`src/rtl/mem_port_arbiter_if.sv`:
```
// Bus bundle for the shared memory port: fetch, load/store and memory sides.
// master = requesters + memory; slave = the arbiter itself.
interface mem_port_arbiter_if #(
  parameter int ADDR_W = 16
);
  logic              if_req;
  logic [ADDR_W-1:0] if_addr;
  logic [31:0]       if_rdata;
  logic              if_ready;
  logic              dm_req;
  logic              dm_we;
  logic [2:0]        dm_funct3;
  logic [ADDR_W-1:0] dm_addr;
  logic [31:0]       dm_wdata;
  logic [31:0]       dm_rdata;
  logic              dm_ready;
  logic              mem_en;
  logic              mem_we;
  logic [2:0]        mem_funct3;
  logic [ADDR_W-1:0] mem_addr;
  logic [31:0]       mem_wdata;
  logic [31:0]       mem_rdata;
  logic              stall;

  modport master (
    output if_req, if_addr,
    output dm_req, dm_we, dm_funct3,
    output dm_addr, dm_wdata,
    output mem_rdata,
    input  if_rdata, if_ready,
    input  dm_rdata, dm_ready,
    input  mem_en, mem_we, mem_funct3,
    input  mem_addr, mem_wdata,
    input  stall
  );

  modport slave (
    input  if_req, if_addr,
    input  dm_req, dm_we, dm_funct3,
    input  dm_addr, dm_wdata,
    input  mem_rdata,
    output if_rdata, if_ready,
    output dm_rdata, dm_ready,
    output mem_en, mem_we, mem_funct3,
    output mem_addr, mem_wdata,
    output stall
  );
endinterface

```
`src/rtl/mem_port_arbiter.sv`:
```
// Round-robin arbiter sharing one single-port memory between IF and DM.
// Ports: clk, rst (async active-low), bus (slave modport: IF/DM/mem/stall).
module mem_port_arbiter #(
  parameter int ADDR_W = 16,
  parameter int LAT    = 1
) (
  input logic               clk,
  input logic               rst,
  mem_port_arbiter_if.slave bus
);

  typedef enum logic [1:0] {
    IDLE   = 2'd0,
    ACCESS = 2'd1,
    RESP   = 2'd2
  } state_t;

  localparam logic [3:0] CNT_INIT = 4'(LAT - 1);

  state_t            state;
  state_t            nxt;
  logic [3:0]        cnt;
  logic              owner;
  logic              last_grant;
  logic              req_any;
  logic              pick_dm;
  logic              grant;
  logic              done;
  logic              en_q;
  logic              we_q;
  logic [2:0]        f3_q;
  logic [ADDR_W-1:0] addr_q;
  logic [31:0]       wdata_q;
  logic [31:0]       if_rdata_q;
  logic [31:0]       dm_rdata_q;
  logic              if_rdy;
  logic              dm_rdy;

  // owner/last_grant: 1 = DM, 0 = IF.
  // On a tie the side that did not win last time gets the port.
  assign req_any = bus.if_req | bus.dm_req;
  assign pick_dm = bus.dm_req
                 & (~bus.if_req | ~last_grant);
  assign grant   = (state == IDLE) & req_any;
  assign done    = (state == ACCESS) & (cnt == 4'd0);

  always_ff @(posedge clk or negedge rst) begin
    if (!rst) state <= IDLE;
    else      state <= nxt;
  end

  always_comb begin
    nxt = state;
    unique case (state)
      IDLE:    if (req_any) nxt = ACCESS;
      ACCESS:  if (cnt == 4'd0) nxt = RESP;
      RESP:    nxt = IDLE;
      default: nxt = IDLE;
    endcase
  end

  always_comb begin
    if_rdy = 1'b0;
    dm_rdy = 1'b0;
    if (state == RESP) begin
      if_rdy = ~owner;
      dm_rdy = owner;
    end
  end

  always_ff @(posedge clk or negedge rst) begin
    if (!rst) begin
      cnt        <= '0;
      owner      <= 1'b0;
      last_grant <= 1'b0;
      en_q       <= 1'b0;
      we_q       <= 1'b0;
      f3_q       <= '0;
      addr_q     <= '0;
      wdata_q    <= '0;
      if_rdata_q <= '0;
      dm_rdata_q <= '0;
    end else begin
      // Strobe lasts only the first ACCESS cycle.
      en_q <= grant;
      if (grant) begin
        owner      <= pick_dm;
        last_grant <= pick_dm;
        cnt        <= CNT_INIT;
        if (pick_dm) begin
          addr_q  <= bus.dm_addr;
          we_q    <= bus.dm_we;
          f3_q    <= bus.dm_funct3;
          wdata_q <= bus.dm_wdata;
        end else begin
          // Fetches are always full-word loads.
          addr_q  <= bus.if_addr;
          we_q    <= 1'b0;
          f3_q    <= 3'b010;
          wdata_q <= '0;
        end
      end else if (state == ACCESS) begin
        if (cnt != 4'd0) cnt <= cnt - 4'd1;
      end
      if (done && !we_q) begin
        if (owner) dm_rdata_q <= bus.mem_rdata;
        else       if_rdata_q <= bus.mem_rdata;
      end
    end
  end

  assign bus.mem_en     = en_q;
  assign bus.mem_we     = we_q;
  assign bus.mem_funct3 = f3_q;
  assign bus.mem_addr   = addr_q;
  assign bus.mem_wdata  = wdata_q;
  assign bus.if_rdata   = if_rdata_q;
  assign bus.dm_rdata   = dm_rdata_q;
  assign bus.if_ready   = if_rdy;
  assign bus.dm_ready   = dm_rdy;
  assign bus.stall      = (bus.if_req & ~if_rdy)
                        | (bus.dm_req & ~dm_rdy);

endmodule

```
`src/flat_wrapper.sv`:
```
// flat-port wrapper written by rule: the top's interface ports become plain ports
module mem_port_arbiter_flat 
#(
  parameter int ADDR_W = 16,
  parameter int LAT    = 1
)
  (clk, rst, bus_if_req, bus_if_addr, bus_dm_req, bus_dm_we, bus_dm_funct3, bus_dm_addr, bus_dm_wdata, bus_mem_rdata, bus_if_rdata, bus_if_ready, bus_dm_rdata, bus_dm_ready, bus_mem_en, bus_mem_we, bus_mem_funct3, bus_mem_addr, bus_mem_wdata, bus_stall);
  mem_port_arbiter_if #(.ADDR_W(ADDR_W)) bus_i ();
  input logic clk;
  input logic rst;
  input wire logic [$bits(bus_i.if_req)-1:0] bus_if_req;
  input wire logic [$bits(bus_i.if_addr)-1:0] bus_if_addr;
  input wire logic [$bits(bus_i.dm_req)-1:0] bus_dm_req;
  input wire logic [$bits(bus_i.dm_we)-1:0] bus_dm_we;
  input wire logic [$bits(bus_i.dm_funct3)-1:0] bus_dm_funct3;
  input wire logic [$bits(bus_i.dm_addr)-1:0] bus_dm_addr;
  input wire logic [$bits(bus_i.dm_wdata)-1:0] bus_dm_wdata;
  input wire logic [$bits(bus_i.mem_rdata)-1:0] bus_mem_rdata;
  output wire logic [$bits(bus_i.if_rdata)-1:0] bus_if_rdata;
  output wire logic [$bits(bus_i.if_ready)-1:0] bus_if_ready;
  output wire logic [$bits(bus_i.dm_rdata)-1:0] bus_dm_rdata;
  output wire logic [$bits(bus_i.dm_ready)-1:0] bus_dm_ready;
  output wire logic [$bits(bus_i.mem_en)-1:0] bus_mem_en;
  output wire logic [$bits(bus_i.mem_we)-1:0] bus_mem_we;
  output wire logic [$bits(bus_i.mem_funct3)-1:0] bus_mem_funct3;
  output wire logic [$bits(bus_i.mem_addr)-1:0] bus_mem_addr;
  output wire logic [$bits(bus_i.mem_wdata)-1:0] bus_mem_wdata;
  output wire logic [$bits(bus_i.stall)-1:0] bus_stall;
  assign bus_i.if_req = bus_if_req;
  assign bus_i.if_addr = bus_if_addr;
  assign bus_i.dm_req = bus_dm_req;
  assign bus_i.dm_we = bus_dm_we;
  assign bus_i.dm_funct3 = bus_dm_funct3;
  assign bus_i.dm_addr = bus_dm_addr;
  assign bus_i.dm_wdata = bus_dm_wdata;
  assign bus_i.mem_rdata = bus_mem_rdata;
  assign bus_if_rdata = bus_i.if_rdata;
  assign bus_if_ready = bus_i.if_ready;
  assign bus_dm_rdata = bus_i.dm_rdata;
  assign bus_dm_ready = bus_i.dm_ready;
  assign bus_mem_en = bus_i.mem_en;
  assign bus_mem_we = bus_i.mem_we;
  assign bus_mem_funct3 = bus_i.mem_funct3;
  assign bus_mem_addr = bus_i.mem_addr;
  assign bus_mem_wdata = bus_i.mem_wdata;
  assign bus_stall = bus_i.stall;
  mem_port_arbiter #(.ADDR_W(ADDR_W), .LAT(LAT)) u_core (.clk(clk), .rst(rst), .bus(bus_i));
endmodule
```
`config.mk`:
```
export PLATFORM = sky130hd
export DESIGN_NAME = mem_port_arbiter_flat
export DESIGN_NICKNAME = d
export VERILOG_FILES = /design/src/rtl/mem_port_arbiter_if.sv /design/src/rtl/mem_port_arbiter.sv /design/src/flat_wrapper.sv
export SDC_FILE = /design/constraint.sdc
export NUM_CORES = 1
export LEC_CHECK = 0
export BUFFER_PORTS_ARGS = -buffer_cell sky130_fd_sc_hd__buf_4
export CAP_MARGIN = 25
export CORE_ASPECT_RATIO = 0.5
export CORE_MARGIN = 2
export CORE_UTILIZATION = 47
export DETAILED_ROUTE_END_ITERATION = 8
export PLACE_DENSITY = 0.86
export SETUP_SLACK_MARGIN = 0.3
export SLEW_MARGIN = 25
export SYNTH_ARGS = -nofsm -noshare
export SYNTH_HDL_FRONTEND = slang
export SYNTH_SLANG_ARGS = --single-unit
```
`constraint.sdc`:
```
create_clock -name clk -period 2.7 [get_ports clk]
set_input_delay 0.27 -clock clk [delete_from_list [all_inputs] [get_ports clk]]
set_output_delay 0.27 -clock clk [all_outputs]
set_load 0.01 [all_outputs]
```
==> flow_summary.rst <==
.. list-table::
   :header-rows: 1

   * - Metric
     - Value
   * - Run status
     - finished, final reports clean
   * - TritonCTS clock tree
     - built
   * - Transition time of the tightest slew-check pin
     - 0.7027 ns
   * - Area enclosed by the die boundary
     - 11270 um^2
   * - IR Drop Worst-Case VDD
     - 0.5974 mV
   * - Inserted Clock Buffers
     - 17
   * - Skew-Pair Late Insertion Delay
     - 0.40 ns
   * - Instance count after placement with tap cells included
     - 685
   * - Io pins
     - 224
   * - Die Height
     - 76.09 um
   * - Placement-stage worst setup slack
     - 0.5509 ns
   * - Die outline width
     - 148.2 um
   * - Hold Crit Depth
     - 2
   * - Starting utilization of the core area
     - 48.13%
   * - Comb pwr share
     - 42.1%
   * - Clock transition at the registers of the reported paths
     - 0.05 ns
   * - Crit share post-route
     - 83.34%
   * - Setup repair after global routing missed its margin
     - no
   * - Area growth, synth to finish
     - 48.72%
   * - Routed len/inst
     - 18.86 um
   * - Final net count
     - 671
   * - Max Slew Vio Count
     - 0
   * - Pin count of the biggest net entering global routing
     - 60
   * - First-pass detailed-route iteration total
     - 4
   * - Reg2reg start
     - u_core.cnt[1]$_DFFE_PN0P_
   * - Total of endpoints with negative setup slack in the final report
     - 0
   * - Clock share of power
     - 22.2%
   * - Routed wire length
     - 13540 um
   * - Count of maximum capacitance violations
     - 0
   * - Capture instance of the worst register-to-register path
     - u_core.bus.dm_rdata[18]$_DFFE_PN0P_
   * - Final Critical Period
     - 2.250 ns
   * - Maximum fanout encountered on the critical timing path
     - 32
   * - Diode insertion count for antenna repair
     - 0
   * - Number of buffer and inverter instances along the worst setup path
     - 2
   * - Leakage power
     - 3.548 nW
   * - Achievable Freq
     - 444.4 MHz
   * - Overflow left after global routing
     - 0
   * - Ratio of routed vias to standard cells
     - 5.279
   * - Cell chain of the critical path
     - inv_1 -> ha_1 -> or3b_4 -> nor4b_4 -> buf_12 -> mux2_2
   * - Count of warnings emitted by yosys
     - 0
   * - Total via count in the routed design
     - 3790
   * - Number of nets produced by synthesis
     - 441
   * - Remaining routing DRC violations
     - 0
   * - Delay contributed by the slowest stage of the critical path
     - 0.46 ns
   * - Setup skew after layout
     - 0.006944 ns
   * - Number of distinct standard cells referenced by the synthesized netlist
     - 37
   * - Detail Placement HPWL
     - 8931 um
   * - Post-CTS Resized
     - 0
   * - Reg2Reg Depth
     - 6
   * - Initial antenna violation count
     - 0
   * - Power share of the sequential group
     - 35.7%
   * - Non-filler instance count after layout
     - 718
   * - Mean cell area of the mapped netlist
     - 14.58 um^2
   * - Critical path startpoint category
     - flop
   * - CTS Root Buffer Type
     - clkbuf_16
   * - R2R Setup Slk
     - 0.45 ns
   * - Top cell type's share of synthesized area
     - 63.52%
   * - Leading post-synthesis cells by cell area
     - dfrtp_1 (64%), mux2_2 (14%), a22o_1 (6.3%), a2bb2oi_1 (3.0%), a211oi_1 (2.5%)
   * - Power Density
     - 1278 nW/um^2
   * - GRT Util Overall
     - 24.94%
   * - Sw power
     - 3.090 mW
   * - Count of input and output buffers
     - 223
   * - Worst path slowest cell
     - or3b_4
   * - Total setup buffers inserted after CTS
     - 0
   * - Share of post-route cells with drive strength above 1
     - 56.75%
   * - Hold Startpoint
     - bus_dm_wdata[9]
   * - Share of total power consumed by net switching
     - 33.29%
   * - RePlAce Congestion
     - 0.8533
   * - Number of clock sinks
     - 124
   * - Critical path arrival
     - 2.53 ns
   * - Class of the worst hold path
     - input pin to flop
   * - Area leader, netlist
     - dfrtp_1
   * - Seq/Total Area, Yosys
     - 63.52%
   * - Buffer levels on the longest clock path
     - 2
   * - Number of flip-flops and latches in the synthesized netlist
     - 124
   * - Core Rows
     - 26
   * - Delay-heaviest family, CP
     - simple AND/OR/NAND/NOR gates
   * - Min setup slack post-route
     - 0.4499 ns
   * - Setup crit end kind
     - flop
   * - Data required time at the worst endpoint
     - 2.98 ns
   * - Clock H-tree levels
     - 4
   * - Total core area
     - 10150 um^2
   * - Classification of the worst setup path
     - flop to flop
   * - Final hold vios
     - 0
   * - Cell Area, Synth
     - 4885 um^2
   * - Min-Delay Endpoint
     - u_core.bus.mem_wdata[9]$_DFFE_PN0N_
   * - Starting DRC count in detailed routing
     - 225
   * - First-pass GRT wire length
     - 21800 um
   * - Detail Route Antenna Nets
     - 0
   * - Cell Int Power
     - 6.193 mW
   * - Cell count after synthesis
     - 335
   * - Via count of the first global-routing pass
     - 4114
   * - Worst relative slew slack
     - 52.88%
   * - Setup_tns
     - 0 ns
==> power groups by stage <==
stage / clock (mW) / combinational (mW) / sequential, mW
after floorplan: 0 / 1.67 / 3.60
after global placement: 0 / 3.75 / 3.26
after detailed placement: 0 / 3.88 / 3.30
after CTS: 2.09 / 3.94 / 3.31
after global routing: 2.18 / 4.15 / 3.41
final: 2.06 / 3.91 / 3.31
==> layout make-up <==
type,count,area [um^2]
inverter,6,22.52
tap,140,175.2
clock buffer,25,505.5
timing repair buffer,232,1782
fill,700,2885
multi-input combinational,184,1639
sequential,124,3103
clock inverter,7,37.54
==> registers in the layout, indices dropped and copies added (netlist names) <==
name	flops
u_core.bus.if_rdata	32
u_core.bus.mem_addr	16
u_core.bus.mem_we	1
u_core.bus.mem_wdata	32
u_core.bus.mem_funct3	3
u_core.bus.dm_rdata	32
u_core.owner	1
u_core.state	2
u_core.bus.mem_en	1
u_core.cnt	4
==> synth_stat cells, drive strengths merged <==
cell type  instances
a211oi            16
a21bo              1
a21boi             1
a21o               1
a21oi              1
a22o              35
a2bb2oi           17
a31o               1
and3b              1
buf               16
clkbuf             5
dfrtp            124
ha                 2
inv                6
mux2              64
nand2             16
nand2b             1
nand3              5
nand3b             1
nor2               3
nor3               3
nor3b              2
nor4               1
nor4b              1
o21ai              4
o22ai              1
or2                2
or3                2
or3b               1
or4                1
==> worst max-delay path by stage <==
stage / slack (ns) / start / endpoint / cells after the start
floorplan: 0.63 / u_core.cnt[0]$_DFFE_PN0P_ / u_core.bus.dm_rdata[10]$_DFFE_PN0P_ / 6
global placement: 0.63 / u_core.cnt[0]$_DFFE_PN0P_ / u_core.bus.dm_rdata[3]$_DFFE_PN0P_ / 6
detailed placement: 0.55 / u_core.cnt[0]$_DFFE_PN0P_ / u_core.bus.dm_rdata[2]$_DFFE_PN0P_ / 6
CTS: 0.46 / u_core.cnt[1]$_DFFE_PN0P_ / u_core.bus.dm_rdata[20]$_DFFE_PN0P_ / 6
global route: 0.37 / u_core.cnt[0]$_DFFE_PN0P_ / u_core.bus.dm_rdata[2]$_DFFE_PN0P_ / 6
finish: 0.45 / u_core.cnt[1]$_DFFE_PN0P_ / u_core.bus.dm_rdata[18]$_DFFE_PN0P_ / 6
==> metrics by stage <==
step	hold WS, ns	cell area, um^2	utilization, %	power (mW)
floorplan	-0.02559	4885	-	5.277
global placement	0.1996	6708	66.09	7.014
detailed placement	0.2016	6711	66.12	7.177
CTS	0.06763	7264	71.57	9.339
global route	0.07267	7264	71.57	9.753
finish	0.08290	7264	71.57	9.283
==> cell usage in the layout, fill, tap and decap left out, drive strengths merged <==
cell type    netlist  routed
nor3b              2       2
nand2b             1       1
a21bo              1       1
nor4               1       1
nor3               3       3
a211oi            16      16
nor2               3       3
a22o              35      35
nor4b              1       1
ha                 2       2
or3                2       2
clkinv             0       6
or2                2       2
or3b               1       1
nand3              5       5
buf               16     231
or4                1       1
clkinvlp           0       1
a21oi              1       1
nand2             16      16
o21ai              4       4
nand3b             1       1
mux2              64      64
a31o               1       1
a21o               1       1
a2bb2oi           17      17
dfrtp            124     124
dlygate4sd3        0       1
inv                6       6
clkbuf             5      25
and3b              1       1
a21boi             1       1
o22ai              1       1
==> kinds of logic (layout without fill, tap and decap cells) <==
family | after synthesis | after routing | synth area share (%)
DFF | 124 | 124 | 63.52
AOI/OAI and AO/OA | 78 | 78 | 13.11
muxes | 64 | 64 | 14.75
and+or+nand+nor | 40 | 40 | 5.098
buffers and inverters | 27 | 270 | 2.997
adders and majority gates | 2 | 2 | 0.5122
==> routing by layer <==
metal / wire length, um / vias up / track usage [%] / part of all wire [%]
li1: - / 1703 / - / -
met1: 5120 / 1908 / 28.34 / 38
met2: 7283 / 134 / 44.12 / 54
met3: 570 / 45 / 5.928 / 4.2
met4: 565 / 0 / 12.86 / 4.2
met5: 0 / - / 0 / 0
==> timing repair <==
item | in CTS | in global routing
hold buffers | 1 | 0
endpoints found under the setup margin | 0 | 0
hold endpoints to repair | 25 | 0
(Power assumes the default switching activity.)
